===== src/rtl/calc_pkg.sv =====
// rtl/calc_pkg.sv - shared opcodes, state encoding and default width for the calculator
package calc_pkg;

  localparam int WIDTH_DEF = 16;

  localparam logic [1:0] ADD      = 2'b00;
  localparam logic [1:0] MULTIPLY = 2'b01;
  localparam logic [1:0] SUBTRACT = 2'b10;

  typedef enum logic [1:0] {
    ENTER_A = 2'b00,
    OP_WAIT = 2'b01,
    ENTER_B = 2'b10,
    RESULT  = 2'b11
  } state_t;

endpackage


===== src/rtl/calc_if.sv =====
// rtl/calc_if.sv - keypad strobes in, display/status out
interface calc_if #(
  parameter int WIDTH = 16
);

  logic             newhex;
  logic [3:0]       hexcode;
  logic             newop;
  logic [1:0]       opcode;
  logic             eq;
  logic [WIDTH-1:0] display;
  logic             ovf;
  logic             result_valid;
  logic [1:0]       mode;

  modport master (
    output newhex, hexcode, newop, opcode, eq,
    input  display, ovf, result_valid, mode
  );

  modport slave (
    input  newhex, hexcode, newop, opcode, eq,
    output display, ovf, result_valid, mode
  );

endinterface


===== src/rtl/calc_alu.sv =====
// rtl/calc_alu.sv - combinational add/sub/mul with carry, borrow or high-half overflow
module calc_alu
  import calc_pkg::*;
#(
  parameter int WIDTH = WIDTH_DEF
) (
  input  logic [WIDTH-1:0] a,
  input  logic [WIDTH-1:0] b,
  input  logic [1:0]       op,
  output logic [WIDTH-1:0] result,
  output logic             ovf
);

  logic [WIDTH:0]     sum;
  logic [WIDTH:0]     diff;
  logic [2*WIDTH-1:0] prod;

  always_comb begin
    sum  = {1'b0, a} + {1'b0, b};
    diff = {1'b0, a} - {1'b0, b};
    prod = {{WIDTH{1'b0}}, a} * {{WIDTH{1'b0}}, b};
    case (op)
      MULTIPLY: begin
        result = prod[WIDTH-1:0];
        ovf    = |prod[2*WIDTH-1:WIDTH];
      end
      SUBTRACT: begin
        // diff[WIDTH] is the borrow out: set exactly when b > a
        result = diff[WIDTH-1:0];
        ovf    = diff[WIDTH];
      end
      default: begin
        result = sum[WIDTH-1:0];
        ovf    = sum[WIDTH];
      end
    endcase
  end

endmodule


===== src/rtl/calc_controller.sv =====
// rtl/calc_controller.sv - operand entry, pending operator and evaluation sequencing
module calc_controller
  import calc_pkg::*;
#(
  parameter int WIDTH = WIDTH_DEF
) (
  input  logic  clock,
  input  logic  reset,
  calc_if.slave bus
);

  localparam int             MAXDIG = WIDTH / 4;
  localparam int             CW     = $clog2(MAXDIG + 1);
  localparam logic [CW-1:0]  MAXCNT = CW'(MAXDIG);

  state_t           state, state_n;
  logic [WIDTH-1:0] acc, acc_n, entry, entry_n, display_r, display_n;
  logic [1:0]       op_reg, op_n;
  logic [CW-1:0]    dig_cnt, cnt_n;
  logic             ovf_r, ovf_n, rv_r, rv_n;

  logic [WIDTH-1:0] alu_res, shifted, first_digit;
  logic             alu_ovf, do_eq, do_op, do_hex, digit_ok;

  calc_alu #(.WIDTH(WIDTH)) u_alu (
    .a      (acc),
    .b      (entry),
    .op     (op_reg),
    .result (alu_res),
    .ovf    (alu_ovf)
  );

  // eq arrives together with newop; eq must win, and hex only counts when alone
  assign do_eq       = bus.eq;
  assign do_op       = bus.newop & ~bus.eq;
  assign do_hex      = bus.newhex & ~bus.newop & ~bus.eq;
  assign digit_ok    = dig_cnt < MAXCNT;
  assign shifted     = {entry[WIDTH-5:0], bus.hexcode};
  assign first_digit = WIDTH'(bus.hexcode);

  always_ff @(posedge clock) begin
    if (reset) begin
      state     <= ENTER_A;
      acc       <= '0;
      entry     <= '0;
      op_reg    <= '0;
      dig_cnt   <= '0;
      display_r <= '0;
      ovf_r     <= 1'b0;
      rv_r      <= 1'b0;
    end else begin
      state     <= state_n;
      acc       <= acc_n;
      entry     <= entry_n;
      op_reg    <= op_n;
      dig_cnt   <= cnt_n;
      display_r <= display_n;
      ovf_r     <= ovf_n;
      rv_r      <= rv_n;
    end
  end

  always_comb begin
    state_n   = state;
    acc_n     = acc;
    entry_n   = entry;
    op_n      = op_reg;
    cnt_n     = dig_cnt;
    display_n = display_r;
    ovf_n     = ovf_r;
    rv_n      = 1'b0;
    case (state)
      ENTER_A: begin
        if (do_eq) begin
          acc_n     = entry;
          display_n = entry;
          ovf_n     = 1'b0;
          rv_n      = 1'b1;
          state_n   = RESULT;
        end else if (do_op) begin
          acc_n     = entry;
          display_n = entry;
          op_n      = bus.opcode;
          entry_n   = '0;
          cnt_n     = '0;
          state_n   = OP_WAIT;
        end else if (do_hex && digit_ok) begin
          entry_n   = shifted;
          cnt_n     = dig_cnt + CW'(1);
          display_n = shifted;
        end
      end
      OP_WAIT: begin
        if (do_eq) begin
          display_n = acc;
          rv_n      = 1'b1;
          state_n   = RESULT;
        end else if (do_op) begin
          op_n = bus.opcode;
        end else if (do_hex) begin
          entry_n   = first_digit;
          cnt_n     = CW'(1);
          display_n = first_digit;
          state_n   = ENTER_B;
        end
      end
      ENTER_B: begin
        if (do_eq || do_op) begin
          acc_n     = alu_res;
          ovf_n     = ovf_r | alu_ovf;
          display_n = alu_res;
          rv_n      = 1'b1;
          if (do_eq) begin
            state_n = RESULT;
          end else begin
            op_n    = bus.opcode;
            entry_n = '0;
            cnt_n   = '0;
            state_n = OP_WAIT;
          end
        end else if (do_hex && digit_ok) begin
          entry_n   = shifted;
          cnt_n     = dig_cnt + CW'(1);
          display_n = shifted;
        end
      end
      RESULT: begin
        if (do_op) begin
          op_n    = bus.opcode;
          entry_n = '0;
          cnt_n   = '0;
          state_n = OP_WAIT;
        end else if (do_hex) begin
          entry_n   = first_digit;
          cnt_n     = CW'(1);
          ovf_n     = 1'b0;
          display_n = first_digit;
          state_n   = ENTER_A;
        end
      end
      default: state_n = ENTER_A;
    endcase
  end

  assign bus.display      = display_r;
  assign bus.ovf          = ovf_r;
  assign bus.result_valid = rv_r;
  assign bus.mode         = state;

endmodule


===== src/flat_wrapper.sv =====
// flat-port wrapper written by rule: the top's interface ports become plain ports
module calc_controller_flat import calc_pkg::*;
#(
  parameter int WIDTH = WIDTH_DEF
)
  (clock, reset, bus_newhex, bus_hexcode, bus_newop, bus_opcode, bus_eq, bus_display, bus_ovf, bus_result_valid, bus_mode);
  calc_if #(.WIDTH(WIDTH)) bus_i ();
  input  logic clock;
  input  logic reset;
  input wire logic [$bits(bus_i.newhex)-1:0] bus_newhex;
  input wire logic [$bits(bus_i.hexcode)-1:0] bus_hexcode;
  input wire logic [$bits(bus_i.newop)-1:0] bus_newop;
  input wire logic [$bits(bus_i.opcode)-1:0] bus_opcode;
  input wire logic [$bits(bus_i.eq)-1:0] bus_eq;
  output wire logic [$bits(bus_i.display)-1:0] bus_display;
  output wire logic [$bits(bus_i.ovf)-1:0] bus_ovf;
  output wire logic [$bits(bus_i.result_valid)-1:0] bus_result_valid;
  output wire logic [$bits(bus_i.mode)-1:0] bus_mode;
  assign bus_i.newhex = bus_newhex;
  assign bus_i.hexcode = bus_hexcode;
  assign bus_i.newop = bus_newop;
  assign bus_i.opcode = bus_opcode;
  assign bus_i.eq = bus_eq;
  assign bus_display = bus_i.display;
  assign bus_ovf = bus_i.ovf;
  assign bus_result_valid = bus_i.result_valid;
  assign bus_mode = bus_i.mode;
  calc_controller #(.WIDTH(WIDTH)) u_core (.clock(clock), .reset(reset), .bus(bus_i));
endmodule

===== config.mk =====
export PLATFORM = sky130hd
export DESIGN_NAME = calc_controller_flat
export DESIGN_NICKNAME = d
export VERILOG_FILES = /design/src/rtl/calc_pkg.sv /design/src/rtl/calc_if.sv /design/src/rtl/calc_alu.sv /design/src/rtl/calc_controller.sv /design/src/flat_wrapper.sv
export SDC_FILE = /design/constraint.sdc
export NUM_CORES = 1
export LEC_CHECK = 0
export BUFFER_PORTS_ARGS = -buffer_cell sky130_fd_sc_hd__buf_4
export CAP_MARGIN = 20
export CORE_UTILIZATION = 60
export CTS_BUF_LIST = sky130_fd_sc_hd__clkbuf_16
export DETAILED_ROUTE_END_ITERATION = 16
export HOLD_SLACK_MARGIN = 0.05
export MAX_ROUTING_LAYER = met4
export PLACE_DENSITY = 0.77
export SYNTH_ARGS = -nofsm -noshare
export SYNTH_HDL_FRONTEND = slang
export SYNTH_SLANG_ARGS = --single-unit

===== constraint.sdc =====
create_clock -name clock -period 9.59 [get_ports clock]
set_clock_uncertainty 0.2 [all_clocks]
set_input_delay 1.4385 -clock clock [delete_from_list [all_inputs] [get_ports clock]]
set_output_delay 1.4385 -clock clock [all_outputs]
set_load 0.02 [all_outputs]

== Word-level counts from Yosys, hierarchy flattened ==
Cells that the tools add are included.

* Flip-flop bits (word level): 57
* Word-level logic and storage cells: 107
* Output and inout port bits: 20
* Input bits: 11

* Magnitude comparators: 1
* Equality and inequality tests: 19
* Reductions and logical operators: 12
* Multiply operators: 1
* Bitwise gates (word level): 6
* $add $sub $neg: 3
* Muxes and demuxes: 57

{| class="wikitable"
|+ Operators by type and width
! operator !! number
|-
| 16-bit two-way mux || 19
|-
| 16-bit one-hot mux with 4 select lines || 2
|-
| 16-bit one-hot mux with 2 select lines || 2
|-
| 16-bit by 16-bit multiplier with 32-bit output || 1
|-
| 3-bit two-way mux || 9
|-
| 2-bit two-way mux || 13
|-
| 16-bit by 16-bit adder with 17-bit output || 1
|-
| 16-bit by 16-bit subtractor with 17-bit output || 1
|-
| 16-bit OR reduction || 1
|-
| 2-bit != test (second input constant) || 7
|-
| 3-bit one-hot mux with 4 select lines || 1
|-
| 5-bit AND reduction || 2
|-
| 2-bit one-hot mux with 4 select lines || 1
|-
| 2-bit equality test (second input constant) || 3
|-
| 1-bit two-way mux || 6
|-
| 3-bit by 2-bit != test with 1-bit output (second input constant) || 2
|-
| 3-bit != test (second input constant) || 2
|-
| 2-bit one-hot mux with 3 select lines || 1
|-
| 3-bit AND reduction || 2
|-
| 2-bit by 1-bit equality test with 1-bit output (second input constant) || 2
|-
| 2-bit by 1-bit != test with 1-bit output (second input constant) || 2
|-
| 1-bit one-hot mux with 2 select lines || 2
|-
| 4-bit AND reduction || 1
|-
| 3-bit by 1-bit adder with 3-bit output (second input constant) || 1
|-
| other kinds (12) || 15
|}

== Longest topological paths before layout ==
* Depth in word-level cells: 8
* Mapped depth: 26
* Gate-level depth less buffers: 23

== Cells and area by module ==
A second synthesis with hierarchy kept.

* Cell total of the unflattened synthesis: 1,522
* Area, all modules: 12,717.2 um^2

{| class="wikitable"
|+ Modules (own cells, without submodules)
! module !! area an instance (um^2) !! times used !! sequential area each (um^2) !! cells an instance
|-
| calc_alu || 10,257.3 || 1 || 0.0 || 1,241
|-
| calc_controller || 2,459.9 || 1 || 1,141.1 || 281
|}

== Worst setup path before layout ==
OpenSTA, ideal clock, no wires.

* Path kind: reg-to-reg
* Start: register u_core.entry[1]
* End: register u_core.ovf_r, in the netlist u_core.bus.ovf
* Setup slack: 2.804 ns
* Data required time: 9.264 ns
* Period minus slack after synthesis: 6.786 ns
* Stages on the path, launching flop included: 23
* Path buffers: 2
* Library setup time: 0.126 ns
* Arrival time: 6.460 ns
* Path through: dfxtp_1 > clkbuf_1 > clkbuf_1 > nand2_1 > fa_1 > fa_1 > fa_1 > fa_1 > inv_1 > fa_1 > inv_1 > fa_1 > inv_1 > ha_1 > o211ai_1 > nor2_1 > nand2_1 > o41a_1 > o21ai_1 > mux2_2 > or3_1 > o41ai_1 > a21oi_1

* Longest elaborated chain between the ends: 6
* Elaborated cells between the ends (all ways): 8
* Classes of those cells: add/sub: 2; mul: 1; mux: 3; bitwise: 1; reduce/logical: 1

{| class="wikitable"
|+ RTL lines
! item !! RTL line !! RTL
|-
| start: declaration || calc_controller.sv:17 || <nowiki>logic [WIDTH-1:0] acc, acc_n, entry, entry_n, display_r, display_n;</nowiki>
|-
| start signal: assignment || calc_controller.sv:54 || <nowiki>entry <= entry_n;</nowiki>
|-
| 16-bit by 16-bit multiplier with 32-bit output || calc_alu.sv:21 || <nowiki>prod = {{WIDTH{1'b0}}, a} * {{WIDTH{1'b0}}, b};</nowiki>
|-
| 16-bit OR reduction || calc_alu.sv:25 || <nowiki>ovf = |prod[2*WIDTH-1:WIDTH];</nowiki>
|-
| 1-bit one-hot mux with 2 select lines * || calc_alu.sv:22 || <nowiki>case (op)</nowiki>
|-
| 1-bit OR * || calc_controller.sv:110 || <nowiki>ovf_n = ovf_r | alu_ovf;</nowiki>
|-
| 1-bit two-way mux * || calc_controller.sv:108 || <nowiki>if (do_eq || do_op) begin</nowiki>
|-
| 1-bit one-hot mux with 3 select lines * || calc_controller.sv:72 || <nowiki>case (state)</nowiki>
|-
| end signal: assignment || calc_controller.sv:58 || <nowiki>ovf_r <= ovf_n;</nowiki>
|-
| end: declaration || calc_controller.sv:20 || <nowiki>logic ovf_r, ovf_n, rv_r, rv_n;</nowiki>
|}

Mark *: on every way between the ends. The rest lies on a longest branch, timed or not. The select of a mux whose other input is x is not followed.
A chain may end at the register's enable or synchronous reset.

== Final worst setup path ==
* Start: register u_core.acc[7]
* End: register u_core.ovf_r, in the netlist u_core.bus.ovf

* Longest elaborated chain between the ends: 6
* Elaborated cells between the ends (all ways): 8
* Classes of those cells: add/sub: 2; mul: 1; mux: 3; bitwise: 1; reduce/logical: 1

{| class="wikitable"
|+ RTL lines
! item !! RTL line !! RTL
|-
| start: declaration || calc_controller.sv:17 ||
|-
| start signal: assignment || calc_controller.sv:53 || <nowiki>acc <= acc_n;</nowiki>
|-
| 16-bit by 16-bit multiplier with 32-bit output || calc_alu.sv:21 ||
|-
| 16-bit OR reduction || calc_alu.sv:25 ||
|-
| 1-bit one-hot mux with 2 select lines * || calc_alu.sv:22 ||
|-
| 1-bit OR * || calc_controller.sv:110 ||
|-
| 1-bit two-way mux * || calc_controller.sv:108 ||
|-
| 1-bit one-hot mux with 3 select lines * || calc_controller.sv:72 ||
|}

Marks and branches as above.

==> results.rst <==
.. list-table::
   :header-rows: 1

   * - Metric
     - Value
   * - Static power due to leakage
     - 6.00 nW
   * - Post-route fraction of the period consumed by the critical path
     - between 70% and 80%
   * - CP Capture Type
     - flip-flop
   * - Number of buffers added on ports
     - 30
   * - Kind of start point of the critical path
     - flip-flop
   * - Avg Cell Area, Syn
     - 8.09 um^2
   * - Number of search-and-repair iterations in the first detailed-routing pass
     - 7
   * - Die boundary width
     - between 150 and 200 um
   * - Number of hold-slack violations in the final timing report
     - 0
   * - Cells after Synth
     - 1,647
   * - Start-to-end type of the worst setup path
     - flip-flop to flip-flop
   * - Clock network latency to the later pin of the worst-skew pair
     - about 330 ps
   * - Pin count of the biggest net entering global routing
     - 60
   * - Post-route antenna net violation count
     - 0
   * - RSZ-0062 raised after global routing
     - false
   * - Total of endpoints with negative setup slack in the final report
     - 0
   * - PD cells
     - between 60 and 70 nW/um^2
   * - Nets@finish
     - between 1,500 and 2,000
   * - Max-slew violations
     - 0
   * - Net count of the mapped netlist
     - around 2,000
   * - Setup ws final
     - about 2100 ps
   * - Synthesis-to-finish area growth
     - 4.38%
   * - Starting density of the core
     - 61.0%
   * - Max Root-Sink Buffers
     - 2
   * - Share of synthesized area occupied by flip-flops and latches
     - ~8.6%
   * - Number of buffers inserted by post-CTS setup repair
     - 0
   * - Yosys top cell by area
     - sky130_fd_sc_hd__fa_1
   * - TritonCTS buffer count
     - 9
   * - Commonest cells after routing, fill and taps aside
     - 249 x sky130_fd_sc_hd__inv_1, 217 x sky130_fd_sc_hd__nand2_1, 196 x sky130_fd_sc_hd__fa_1, 139 x sky130_fd_sc_hd__ha_1, 104 x sky130_fd_sc_hd__nor2_1
   * - Number of core rows
     - between 50 and 60
   * - CTS sink cnt
     - 57
   * - All-Layer GR Usage
     - a little over a third
   * - Number of antenna violations at the first check in global routing
     - 0
   * - Overall overflow remaining after global route
     - 0
   * - Netlist cell types
     - 81
   * - Largest cells by area after synthesis
     - sky130_fd_sc_hd__fa_1 29%, sky130_fd_sc_hd__ha_1 13%, sky130_fd_sc_hd__dfxtp_1 8.6%
   * - Most frequently used flop master after synthesis
     - sky130_fd_sc_hd__dfxtp_1
   * - Global-route wire length before repair
     - between 60,000 and 70,000 um
   * - Die area
     - between 20,000 and 25,000 um^2
   * - Worst-Margin Slew
     - 1080 ps
   * - Minimum clock period
     - roughly 7500 ps
   * - CTS clock-pin slew for the worst setup and hold paths
     - 60 ps
   * - Worst slack, placed
     - about 2200 ps
   * - Proportion of synthesized flip-flops having asynchronous set or reset
     - 0%
   * - Total of flip-flops plus latches after synthesis
     - 57
   * - Share of the synthesized area in the top cell type
     - 29.5%
   * - Count of cells resized by post-cts repair
     - 0
   * - Total detailed-routing wirelength
     - approximately 40,000 um
   * - Final core area utilization
     - between 60% and 70%
   * - Final routed DRC violation total
     - 0
   * - Normalized max-slew margin
     - 28.0%
   * - F_max
     - 133 MHz
   * - Most common library cell in the layout ignoring fill and taps
     - sky130_fd_sc_hd__inv_1
   * - Max-cap violation count
     - 0
   * - Critical path required time
     - 9570 ps
   * - Number of antenna diodes
     - 0
   * - Buffer type at the clock tree root
     - sky130_fd_sc_hd__clkbuf_16
   * - Worst IR Drop VDD
     - 0.000118 V
   * - Worst Path Arrival
     - approximately 7500 ps
   * - Number of vias after detailed routing
     - about 12,000
   * - Post-Route Setup TNS
     - 0 ps
   * - Area of the mapped netlist
     - roughly 13,000 um^2
   * - HPWL after DPL
     - 29,700 um
   * - Number of violations reported at the end of detailed-routing iteration 0
     - roughly 1,200
   * - Ys Warns
     - 0
   * - Vert. Die Dim
     - between 150 and 200 um
   * - Layout cells sized above 1
     - 5.35%
   * - Run status
     - finished, final reports clean
   * - Depth of the CTS H-tree
     - 3
   * - Layout filler cell count
     - about 1,900
   * - Post-synth EDFFs
     - 0
   * - Path type of the worst min-delay path
     - flip-flop to flip-flop
   * - Final routed wire length divided by cell count
     - roughly 21 um
   * - Num ports
     - 31
   * - Total power draw
     - 0.840 mW
   * - Number of global-route vias before repair
     - between 10,000 and 15,000
   * - Clock tree from TritonCTS
     - yes
   * - CORE AREA
     - roughly 22,000 um^2
   * - CTS Hold Buffers Added
     - 0
   * - Vias per Instance
     - approximately 6.3
   * - CP max FO
     - 19
   * - Gp weighted congestion
     - around 0.98
-- cells by family (layout without fill, tap and decap cells) --
family / Yosys count / after routing / share of synthesized area [%]
AO/OA/AOI/OAI: 342 / 342 / 17.6
XOR/XNOR: 19 / 19 / 1.25
adder cells (fa/ha/maj): 335 / 335 / 42.5
buffers and inverters: 349 / 310 / 10.1
flip-flops: 57 / 57 / 8.57
multiplexers: 18 / 18 / 1.40
AND/OR/NAND/NOR: 527 / 527 / 18.6
-- area by class of cell --
type                       instances  area (um^2)  area share (%)
timing repair buffer              43          323            2.32
clock buffer                       9          225            1.62
tap                              280          350            2.52
multi-input combinational       1241        10800            77.9
clock inverter                     7         85.1           0.612
sequential                        57         1140            8.21
inverter                         251          942            6.78
-- path summary, 6_finish.rpt --
check / from / to / slack [ps] / cells past startpoint
min reg2reg: u_core.dig_cnt[1]$_SDFFE_PP0P_ / u_core.dig_cnt[1]$_SDFFE_PP0P_ / 320 / 2
min: u_core.dig_cnt[1]$_SDFFE_PP0P_ / u_core.dig_cnt[1]$_SDFFE_PP0P_ / 320 / 2
max reg2reg: u_core.acc[7]$_SDFFE_PP0P_ / u_core.bus.ovf$_SDFFE_PP0P_ / 2090 / 21
max: u_core.acc[7]$_SDFFE_PP0P_ / u_core.bus.ovf$_SDFFE_PP0P_ / 2090 / 21
-- routing by layer --
metal  wire, um  global-route usage [%]  vias to the layer above
met1      16000                    48.5                     5826
li1           -                       -                     5344
met5          0                       -                        -
met3       4110                    7.08                       97
met2      18100                    55.7                      658
met4       1330                    12.7                        0
-- through the flow --
step / area, um^2 / hold WS, ps / cells
final: 13900 / 319 / 1888
after global routing: 13900 / 338 / 1888
after CTS: 13900 / 319 / 1888
after detailed placement: 13600 / 302 / 1872
after global placement: 13600 / 287 / 1872
after floorplan: 13300 / 270 / 1647
-- worst max-delay path, stage by stage, from the launching register on --
cell and delay [ps]:
sky130_fd_sc_hd__dfxtp_1 1030, sky130_fd_sc_hd__and2_1 270, sky130_fd_sc_hd__fa_1 400, sky130_fd_sc_hd__inv_1 80
sky130_fd_sc_hd__fa_1 430, sky130_fd_sc_hd__fa_1 490, sky130_fd_sc_hd__fa_1 540, sky130_fd_sc_hd__inv_1 50
sky130_fd_sc_hd__fa_1 470, sky130_fd_sc_hd__inv_1 50, sky130_fd_sc_hd__fa_1 480, sky130_fd_sc_hd__inv_1 40
sky130_fd_sc_hd__ha_1 350, sky130_fd_sc_hd__o211ai_1 110, sky130_fd_sc_hd__nor2_1 200, sky130_fd_sc_hd__nand2_1 120
sky130_fd_sc_hd__o41a_1 470, sky130_fd_sc_hd__o21ai_1 290, sky130_fd_sc_hd__mux2_2 370, sky130_fd_sc_hd__or3_1 370
sky130_fd_sc_hd__o41ai_1 420, sky130_fd_sc_hd__a21oi_1 120
-- cells in the mapped netlist (8+ instances only) --
master,count
sky130_fd_sc_hd__a211oi_1,18
sky130_fd_sc_hd__a21o_1,15
sky130_fd_sc_hd__a21oi_1,86
sky130_fd_sc_hd__a221oi_1,13
sky130_fd_sc_hd__a22oi_1,19
sky130_fd_sc_hd__a31oi_1,17
sky130_fd_sc_hd__and2_1,103
sky130_fd_sc_hd__clkbuf_1,90
sky130_fd_sc_hd__dfxtp_1,57
sky130_fd_sc_hd__fa_1,196
sky130_fd_sc_hd__ha_1,139
sky130_fd_sc_hd__inv_1,249
sky130_fd_sc_hd__mux2i_1,13
sky130_fd_sc_hd__nand2_1,217
sky130_fd_sc_hd__nand2b_1,13
sky130_fd_sc_hd__nand3_1,17
sky130_fd_sc_hd__nor2_1,104
sky130_fd_sc_hd__nor2b_1,12
sky130_fd_sc_hd__nor3_1,26
sky130_fd_sc_hd__o211ai_1,15
sky130_fd_sc_hd__o21a_1,10
sky130_fd_sc_hd__o21ai_0,62
sky130_fd_sc_hd__o221ai_1,8
sky130_fd_sc_hd__xnor2_1,13
-- where the power goes --
part	switching, mW	internal (mW)	leakage [nW]
clock	0.125	0.225	0.150
combinational	0.131	0.0718	5.38
sequential	0.0389	0.248	0.465
total	0.296	0.545	6.00
Note: power is estimated with default switching activity, not from simulation.
